--- config.mk ---
export PLATFORM = sky130hd
export DESIGN_NAME = cmos_frame_gen_flat
export DESIGN_NICKNAME = d
export VERILOG_FILES = /design/src/rtl/cmos_frame_gen_if.sv /design/src/rtl/cmos_frame_gen.sv /design/src/flat_wrapper.sv
export SDC_FILE = /design/constraint.sdc
export NUM_CORES = 1
export LEC_CHECK = 0
export BUFFER_PORTS_ARGS = -buffer_cell sky130_fd_sc_hd__buf_2
export CAP_MARGIN = 0
export CORE_MARGIN = 4
export CORE_UTILIZATION = 55
export DETAILED_ROUTE_END_ITERATION = 8
export HOLD_SLACK_MARGIN = 0.1
export PLACE_DENSITY_LB_ADDON = 0.25
export SLEW_MARGIN = 40
export SYNTH_ARGS = -nofsm -noshare
export SYNTH_HDL_FRONTEND = slang
export SYNTH_SLANG_ARGS = --single-unit
export TNS_END_PERCENT = 30
--- constraint.sdc ---
create_clock -name cam_pclk -period 5.45 [get_ports cam_pclk]
set_clock_uncertainty 0.2 [all_clocks]
set_input_delay 0.8175 -clock cam_pclk [delete_from_list [all_inputs] [get_ports cam_pclk]]
set_output_delay 0.8175 -clock cam_pclk [all_outputs]
set_load 0.05 [all_outputs]
--- src/rtl/cmos_frame_gen_if.sv ---
// rtl/cmos_frame_gen_if.sv - camera pixel interface (vsync, href, RGB565 data, valid)
// Ports:
//   cam_vsync      : frame sync, active high
//   cam_href       : line valid, active high
//   cam_data       : RGB565 pixel, zero when cam_data_valid is low
//   cam_data_valid : pixel qualifier
// The master modport is the pixel source; the slave modport is the pixel consumer.
interface cmos_frame_gen_if;
    logic        cam_vsync;
    logic        cam_href;
    logic [15:0] cam_data;
    logic        cam_data_valid;

    modport master (
        output cam_vsync,
        output cam_href,
        output cam_data,
        output cam_data_valid
    );

    modport slave (
        input cam_vsync,
        input cam_href,
        input cam_data,
        input cam_data_valid
    );
endinterface

--- src/rtl/cmos_frame_gen.sv ---
// rtl/cmos_frame_gen.sv - synthetic CMOS sensor raster and test-pattern source
// Ports:
//   cam_pclk   : sole clock, rising edge
//   rst        : synchronous active-high reset
//   gen_en     : run request; sampled in IDLE and on the last cycle of a frame
//   pat_mode   : 0 colour bars, 1 x+y ramp, 2 solid fill_color, 3 frame tag
//   fill_color : RGB565 colour for mode 2
//   cam        : pixel stream (vsync, href, data, valid), master side
//   frame_cnt  : completed-frame counter, wraps
//   frame_done : one-cycle pulse on the last cycle of each frame
//   busy       : high whenever a frame is in progress
module cmos_frame_gen #(
    parameter int H_ACTIVE    = 640,
    parameter int H_BLANK     = 160,
    parameter int V_ACTIVE    = 480,
    parameter int VSYNC_LINES = 3,
    parameter int V_BACK      = 17,
    parameter int V_FRONT     = 10
) (
    input  logic                  cam_pclk,
    input  logic                  rst,
    input  logic                  gen_en,
    input  logic [1:0]            pat_mode,
    input  logic [15:0]           fill_color,
    cmos_frame_gen_if.master      cam,
    output logic [15:0]           frame_cnt,
    output logic                  frame_done,
    output logic                  busy
);
    localparam int LINE_LEN = H_ACTIVE + H_BLANK;
    localparam int HC_W     = $clog2(LINE_LEN);
    localparam int LC_W     = 11;
    localparam int BAR_W    = H_ACTIVE / 8;
    localparam int BC_W     = (BAR_W > 1) ? $clog2(BAR_W) : 1;

    typedef enum logic [2:0] {
        S_IDLE,
        S_VSYNC,
        S_VBACK,
        S_ACTIVE,
        S_VFRONT
    } state_t;

    state_t            state, nxt_state;
    logic [HC_W-1:0]   hc, nxt_hc;
    logic [LC_W-1:0]   lc, nxt_lc;
    logic [BC_W-1:0]   bar_cnt, nxt_bar_cnt;
    logic [2:0]        bar_idx, nxt_bar_idx;
    logic [1:0]        pat_q;
    logic [15:0]       fill_q;

    logic              line_end;
    logic              pix_on;
    logic              frame_last;
    logic              new_frame;
    logic [10:0]       pix_x;
    logic [10:0]       pix_y;
    logic [15:0]       bar_color;
    logic [15:0]       pix_val;

    // Next-state and counter advance. Outputs are registered from these
    // next values so every output reflects the cycle the FSM is entering.
    always_comb begin
        nxt_state = state;
        nxt_hc    = hc;
        nxt_lc    = lc;
        line_end  = (hc == HC_W'(LINE_LEN - 1));
        if (state == S_IDLE) begin
            if (gen_en) begin
                nxt_state = S_VSYNC;
                nxt_hc    = '0;
                nxt_lc    = '0;
            end
        end else if (line_end) begin
            nxt_hc = '0;
            nxt_lc = lc + LC_W'(1);
            case (state)
                S_VSYNC: if (lc == LC_W'(VSYNC_LINES - 1)) begin
                    nxt_state = S_VBACK;
                    nxt_lc    = '0;
                end
                S_VBACK: if (lc == LC_W'(V_BACK - 1)) begin
                    nxt_state = S_ACTIVE;
                    nxt_lc    = '0;
                end
                S_ACTIVE: if (lc == LC_W'(V_ACTIVE - 1)) begin
                    nxt_state = S_VFRONT;
                    nxt_lc    = '0;
                end
                S_VFRONT: if (lc == LC_W'(V_FRONT - 1)) begin
                    nxt_state = gen_en ? S_VSYNC : S_IDLE;
                    nxt_lc    = '0;
                end
                default: begin
                    nxt_state = S_IDLE;
                    nxt_lc    = '0;
                end
            endcase
        end else begin
            nxt_hc = hc + HC_W'(1);
        end
    end

    always_comb begin
        pix_on     = (nxt_state == S_ACTIVE) && (nxt_hc < HC_W'(H_ACTIVE));
        frame_last = (nxt_state == S_VFRONT) && (nxt_hc == HC_W'(LINE_LEN - 1))
                     && (nxt_lc == LC_W'(V_FRONT - 1));
        // Entering VSYNC from IDLE or from the end of VFRONT starts a frame.
        new_frame  = (nxt_state == S_VSYNC) && (state != S_VSYNC);

        // Bar position tracks hc with a small counter instead of dividing x.
        nxt_bar_cnt = bar_cnt;
        nxt_bar_idx = bar_idx;
        if (nxt_hc == '0) begin
            nxt_bar_cnt = '0;
            nxt_bar_idx = '0;
        end else if (bar_cnt == BC_W'(BAR_W - 1)) begin
            nxt_bar_cnt = '0;
            nxt_bar_idx = bar_idx + 3'd1;
        end else begin
            nxt_bar_cnt = bar_cnt + BC_W'(1);
        end

        case (nxt_bar_idx)
            3'd0:    bar_color = 16'hFFFF;
            3'd1:    bar_color = 16'hFFE0;
            3'd2:    bar_color = 16'h07FF;
            3'd3:    bar_color = 16'h07E0;
            3'd4:    bar_color = 16'hF81F;
            3'd5:    bar_color = 16'hF800;
            3'd6:    bar_color = 16'h001F;
            default: bar_color = 16'h0000;
        endcase

        pix_x = 11'(nxt_hc);
        pix_y = nxt_lc;
        case (pat_q)
            2'd0:    pix_val = bar_color;
            2'd1:    pix_val = {5'b0, pix_x + pix_y};
            2'd2:    pix_val = fill_q;
            default: pix_val = {frame_cnt[7:0], pix_y[7:0]};
        endcase
    end

    always_ff @(posedge cam_pclk) begin
        if (rst) begin
            state              <= S_IDLE;
            hc                 <= '0;
            lc                 <= '0;
            bar_cnt            <= '0;
            bar_idx            <= '0;
            pat_q              <= '0;
            fill_q             <= '0;
            cam.cam_vsync      <= 1'b0;
            cam.cam_href       <= 1'b0;
            cam.cam_data_valid <= 1'b0;
            cam.cam_data       <= '0;
            frame_cnt          <= '0;
            frame_done         <= 1'b0;
            busy               <= 1'b0;
        end else begin
            state   <= nxt_state;
            hc      <= nxt_hc;
            lc      <= nxt_lc;
            bar_cnt <= nxt_bar_cnt;
            bar_idx <= nxt_bar_idx;
            if (new_frame) begin
                pat_q  <= pat_mode;
                fill_q <= fill_color;
            end
            cam.cam_vsync      <= (nxt_state == S_VSYNC);
            cam.cam_href       <= pix_on;
            cam.cam_data_valid <= pix_on;
            cam.cam_data       <= pix_on ? pix_val : 16'h0000;
            frame_done         <= frame_last;
            if (frame_last) begin
                frame_cnt <= frame_cnt + 16'd1;
            end
            busy <= (nxt_state != S_IDLE);
        end
    end
endmodule
--- src/flat_wrapper.sv ---
// flat-port wrapper written by rule: the top's interface ports become plain ports
module cmos_frame_gen_flat 
#(
    parameter int H_ACTIVE    = 640,
    parameter int H_BLANK     = 160,
    parameter int V_ACTIVE    = 480,
    parameter int VSYNC_LINES = 3,
    parameter int V_BACK      = 17,
    parameter int V_FRONT     = 10
)
  (cam_pclk, rst, gen_en, pat_mode, fill_color, frame_cnt, frame_done, busy, cam_cam_vsync, cam_cam_href, cam_cam_data, cam_cam_data_valid);
  cmos_frame_gen_if cam_i ();
  input  logic cam_pclk;
  input  logic rst;
  input  logic gen_en;
  input  logic [1:0] pat_mode;
  input  logic [15:0] fill_color;
  output logic [15:0] frame_cnt;
  output logic frame_done;
  output logic busy;
  output wire logic [$bits(cam_i.cam_vsync)-1:0] cam_cam_vsync;
  output wire logic [$bits(cam_i.cam_href)-1:0] cam_cam_href;
  output wire logic [$bits(cam_i.cam_data)-1:0] cam_cam_data;
  output wire logic [$bits(cam_i.cam_data_valid)-1:0] cam_cam_data_valid;
  assign cam_cam_vsync = cam_i.cam_vsync;
  assign cam_cam_href = cam_i.cam_href;
  assign cam_cam_data = cam_i.cam_data;
  assign cam_cam_data_valid = cam_i.cam_data_valid;
  cmos_frame_gen #(.H_ACTIVE(H_ACTIVE), .H_BLANK(H_BLANK), .V_ACTIVE(V_ACTIVE), .VSYNC_LINES(VSYNC_LINES), .V_BACK(V_BACK), .V_FRONT(V_FRONT)) u_core (.cam_pclk(cam_pclk), .rst(rst), .gen_en(gen_en), .pat_mode(pat_mode), .fill_color(fill_color), .cam(cam_i), .frame_cnt(frame_cnt), .frame_done(frame_done), .busy(busy));
endmodule
=== Yosys cells after proc, flatten, opt, wreduce, memory -nomap -nowiden ===
Cells that the tools add are included.

* Add/subtract/negate cells: 6
* $mul: 0
* Div/mod/pow operators: 0
* Order comparisons: 1
* Eq/ne operators: 24
* Shift-type cells: 0
* Muxes and demuxes: 24
* Bitwise operators: 1
* Reduce and logical (&&, ||, !) cells: 11

{| class="wikitable"
|+ Operators with widths
! cell !! number
|-
| $pmux 16 s7 || 1
|-
| $mux 11 || 7
|-
| $pmux 16 s3 || 1
|-
| $pmux 11 s4 || 1
|-
| $mux 10 || 3
|-
| $mux 3 || 9
|-
| $eq 11x4->1 const B || 2
|-
| $eq 10x10->1 const B || 2
|-
| $add 16x1->16 const B || 1
|-
| $eq 3x2->1 const B || 5
|-
| $eq 3x3->1 const B || 5
|-
| $pmux 3 s4 || 1
|-
| $add 10x11->11 || 1
|-
| $add 11x1->11 const B || 1
|-
| $eq 11x2->1 const B || 1
|-
| $eq 11x5->1 const B || 1
|-
| $eq 11x9->1 const B || 1
|-
| $add 10x1->10 const B || 1
|-
| $logic_not 10->1 || 1
|-
| $lt 10x10->1 const B || 1
|-
| $eq 3x1->1 const B || 3
|-
| $add 7x1->7 const B || 1
|-
| $eq 7x7->1 const B || 1
|-
| $logic_not 3->1 || 2
|-
| other kinds (11) || 14
|}

* Flip-flop bits (word level): 88
* Latch bits: 0
* Bits in writable memories: 0
* ROM bits: 0
* Input port bits: 21
* Logic and storage cells: 80
* Memories kept: 0

=== Logic depth before layout (Yosys ltp) ===
* Word-level depth: 9
* Gate-level depth with buffers: 20

=== Worst setup path after synthesis ===
Ideal clock, no wire load.

* Kind: flip-flop to flip-flop
* Start point: register u_core.lc[4]
* End point: register u_core.cam.cam_data[10]
* Arrival time: 3733 ps
* Required time: 5164 ps
* Slack: 1431 ps
* Stages on the path, launching flop included: 19
* Cell sequence: dfxtp_1 > buf_6 > or4_4 > or4_4 > nand3_4 > a21oi_2 > a21oi_1 > inv_1 > ha_1 > inv_1 > fa_1 > o21ai_0 > a21o_1 > a21o_1 > a31o_2 > a21o_1 > a21oi_1 > xnor2_1 > a211oi_1

{| class="wikitable"
|+ RTL lines
! what !! RTL line !! source
|-
| start, declared || cmos_frame_gen.sv:46 || <nowiki>logic [LC_W-1:0] lc, nxt_lc;</nowiki>
|-
| start signal, assigned || cmos_frame_gen.sv:164 || <nowiki>lc <= nxt_lc;</nowiki>
|-
| $eq 11x4->1 (tied with other cells) || cmos_frame_gen.sv:90 || <nowiki>S_VFRONT: if (lc == LC_W'(V_FRONT - 1)) begin</nowiki>
|-
| $mux 11, on equally long branches || n/a ||
|-
| $pmux 11 s4 * || cmos_frame_gen.sv:77 || <nowiki>case (state)</nowiki>
|-
| $mux 11 * || cmos_frame_gen.sv:74 || <nowiki>end else if (line_end) begin</nowiki>
|-
| $mux 11 * || cmos_frame_gen.sv:68 || <nowiki>if (state == S_IDLE) begin</nowiki>
|-
| via u_core.nxt_lc[0] || cmos_frame_gen.sv:46 ||
|-
| $add 10x11->11 * || cmos_frame_gen.sv:139 || <nowiki>2'd1: pix_val = {5'b0, pix_x + pix_y};</nowiki>
|-
| $pmux 16 s3 * || cmos_frame_gen.sv:137 || <nowiki>case (pat_q)</nowiki>
|-
| end signal, assigned || cmos_frame_gen.sv:174 || <nowiki>cam.cam_data <= pix_on ? pix_val : 16'h0000;</nowiki>
|-
| end, declared || cmos_frame_gen_if.sv:17 || <nowiki>output cam_data,</nowiki>
|}

Mark *: on every way through the listed nets, which the timed path passes. The rest lies on a longest branch.
A chain may end at the register's enable or synchronous reset.

=== Final worst setup path ===
* Start point: register u_core.lc[5]
* End point: register u_core.cam.cam_data[10]

The elaborated chain is that of the path after synthesis.

==> flow_summary.ini <==
[global_route]
grt_pass1_wl_um = 21900
grt_util_all_layers = 0.242
overflow = 0
grt_max_degree = 78
antenna_found_initial = 0
grt_pass1_vias = 4339

[synthesis]
synth_fa_ha_area_frac = 0.0496
yosys_warnings = 0
synth-xor-area-share = 0.0287
yosysTopAreaCell = dfxtp_1
syn_area_per_cell_um2 = 8.35
syn-cell-area_um2 = 5190
synth.ff_latch_count = 88
synthTopCellsByCount = dfxtp_1, nor2_1, nand2_1, nor2b_1, clkbuf_1
synth_top_family_by_area = simple AND/OR/NAND/NOR gates
syn-num-nets = 663
synth_edf_count = 0
synth.mux.area_fraction = 0.0821
synth.area.top_cells = dfxtp_1, nor2_1, ha_1
yosys_most_used_dff = dfxtp_1
netlist-cell-type-count = 69
synth_top_cell_area_share = 0.339
synth-simple-area-share = 0.286
async_reset_ff_frac = 0
yosys.cell_count.top_type = dfxtp_1
ys_seq_area_frac = 0.339
synth_compound_area_frac = 0.167
synthCells = 622

[detailed_routing]
wl_um = 13100
drt-initial-drc-count = 367
dr.pass1.iters = 5
post_drt_wl_per_cell_um = 16.9
detail-route-antenna-nets = 0
drcViolationCount = 0
num_vias = 4698
drt-vias-per-instance = 6.04

[sta]
timing.slew.headroom = 0.477
layout_min_cycle_time_ns = 4.61
final_hold_viol_count = 0
fin_ws_ns = 0.836
fmax_ghz = 0.217
finalMaxSlewViolations = 0
setup_tns_ns = 0
setup_viol = 0
fin_crit_sh = 0.847
rsz0062_at_grt = false
tightest_slew_ns = 0.778

[worst_setup_path]
critPathTopFamily = compound AO/OA/AOI/OAI gates
cp_cell_sequence = or4_4 > o311ai_2 > o31a_1 > a21oi_2 > a21oi_1 > inv_1 > ha_1 > inv_1 > fa_1 > o21ai_0 > a21o_1 > a21o_1 > a31o_2 > a21o_1 > a21oi_1 > xnor2_1 > a211oi_1
start_kind = flip-flop
worst-path-max-fanout = 11
cp.arrival_ns = 4.69
cp_common_cell = a21o_1
end_kind = flip-flop
cpPeakStageDelay_ns = 0.60
path_class = reg2reg
worst_path_max_delay_cell = or4_4
path_buf_inv = 2
crit_required_ns = 5.52

[floorplan]
initial_core_util = 0.565
core_um2 = 9200
fp.dieW_um = 105
io_pins = 58
die-area_um2 = 11100
num_rows = 35
fp.dieH_um = 105

[cells_and_area]
final_nets = 703
n_antenna_cell = 0
fillers = 826
drive_gt1_frac = 0.174
design_area_um2 = 5730
final_util = 0.623
area_growth_pct = 10.3

[placement]
routabilityCongestion = 0.920
place_area_um2 = 5510
portBuffers = 57
dp_hpwl_um = 9440
place_ws_ns = 0.961

[power]
power_frac_clock = 0.382
powerDensity_nw_per_um2 = 224
seq_power_share = 0.524
p_sw_uw = 349
comb_power_share = 0.094
switching_share = 0.272
leakage_nw = 2.55
p_int_uw = 932
ir_drop_v = 0.000148

[clock_tree]
clock_path_buffers = 2
clock_latency_ns = 0.36
root_buffer = clkbuf_8
h-tree-depth = 3
path_clk_slew_ns = 0.09
numCtsBuffers = 9
tritoncts = done
post_cts_buffers = 0
cts-resized-gates = 0
cts.hold.buffers_added = 0
clock_sinks = 88

[flow_run]
cap_violations = 0

[hold_path]
min_path_type = reg2reg

[run_status]
outcome = finished, final reports clean
-- final cells by class --
| class | instances | area [µm²] | area share |
|---|---|---|---|
| multi-input combinational | 476 | 3190 | 0.557 |
| clock inverter | 6 | 77.6 | 0.0135 |
| inverter | 24 | 90.1 | 0.0157 |
| tap | 111 | 139 | 0.0243 |
| timing repair buffer | 63 | 330 | 0.0577 |
| clock buffer | 10 | 138 | 0.0240 |
| sequential | 88 | 1760 | 0.308 |
-- metrics by stage --
stage	cells	hold WS, ns	total power [mW]
after global placement	762	0.225	0.801
after detailed placement	762	0.247	0.804
after CTS	778	0.266	1.29
after floorplan	622	0.213	0.772
after global routing	778	0.306	1.33
final	778	0.267	1.28
-- worst register-to-register path: cells and delay by family (launching register included) --
family / cells / cell delay [ns]
compound gates: 11 / 2.68
simple gates: 1 / 0.61
flops: 1 / 0.42
fa+ha+maj: 2 / 0.40
buf+inv: 2 / 0.15
xor+xnor: 1 / 0.08
-- cell families (layout without fill, tap and decap cells) --
family / after synthesis / count (layout)
DFF: 88 / 88
muxes: 37 / 37
adders and majority gates: 20 / 20
and+or+nand+nor: 274 / 274
xor gates and xnor gates: 17 / 17
AOI/OAI and AO/OA: 128 / 128
buffers and inverters: 58 / 103
-- sequential cells by signal, indices dropped and copies added, names as in the netlist --
register and flops:
u_core.cam.cam_data 16, u_core.cam.cam_href 1, u_core.busy 1, u_core.fill_q 16, u_core.lc 11, u_core.frame_done 1, u_core.hc 10, u_core.bar_cnt 7
u_core.frame_cnt 16, u_core.bar_idx 3, u_core.pat_q 2, u_core.state 3, u_core.cam.cam_vsync 1
-- routing by layer --
| layer | global-route usage | vias to the layer above | part of all wire | routed length (µm) |
|---|---|---|---|---|
| met1 | 0.328 | 2211 | 0.44 | 5780 |
| met4 | 0.0815 | 0 | 0.020 | 260 |
| li1 | - | 2294 | - | - |
| met2 | 0.395 | 168 | 0.47 | 6130 |
| met3 | 0.0352 | 25 | 0.072 | 939 |
| met5 | 0 | - | 0 | 0 |
-- power groups by stage --
stage	clock network, mW	logic, mW	registers (mW)
finish	0.490	0.120	0.671
global route	0.526	0.135	0.673
CTS	0.498	0.120	0.671
detailed placement	0	0.119	0.685
global placement	0	0.117	0.684
floorplan	0	0.0895	0.682
-- final timing paths --
path,start,endpoint,slack (ns),cells after the start
worst max-delay path,u_core.lc[5],u_core.cam.cam_data[10],0.84,17
worst min-delay path,u_core.bar_cnt[0],u_core.bar_cnt[0],0.27,1
worst max register to register,u_core.lc[5],u_core.cam.cam_data[10],0.84,17
worst min register to register,u_core.bar_cnt[0],u_core.bar_cnt[0],0.27,1
-- cells in the final DEF (no fill, tap or decap), drive strengths merged, types with 5 or more instances in the layout --
cell type,instances
nand2,48
a31oi,9
a21o,12
o21a,6
xor2,10
clkinv,6
a211oi,7
nand3,29
nor4,7
and3,13
nand4,14
xnor2,7
clkbuf,10
a221oi,6
nand2b,7
ha,19
mux2i,22
a22oi,5
dfxtp,88
nor2b,32
or3,6
o21ai,26
nor2,80
nor3,12
inv,23
or4,6
a21oi,28
a22o,6
mux2,15
buf,63
Power figures use the tool's default switching activity.
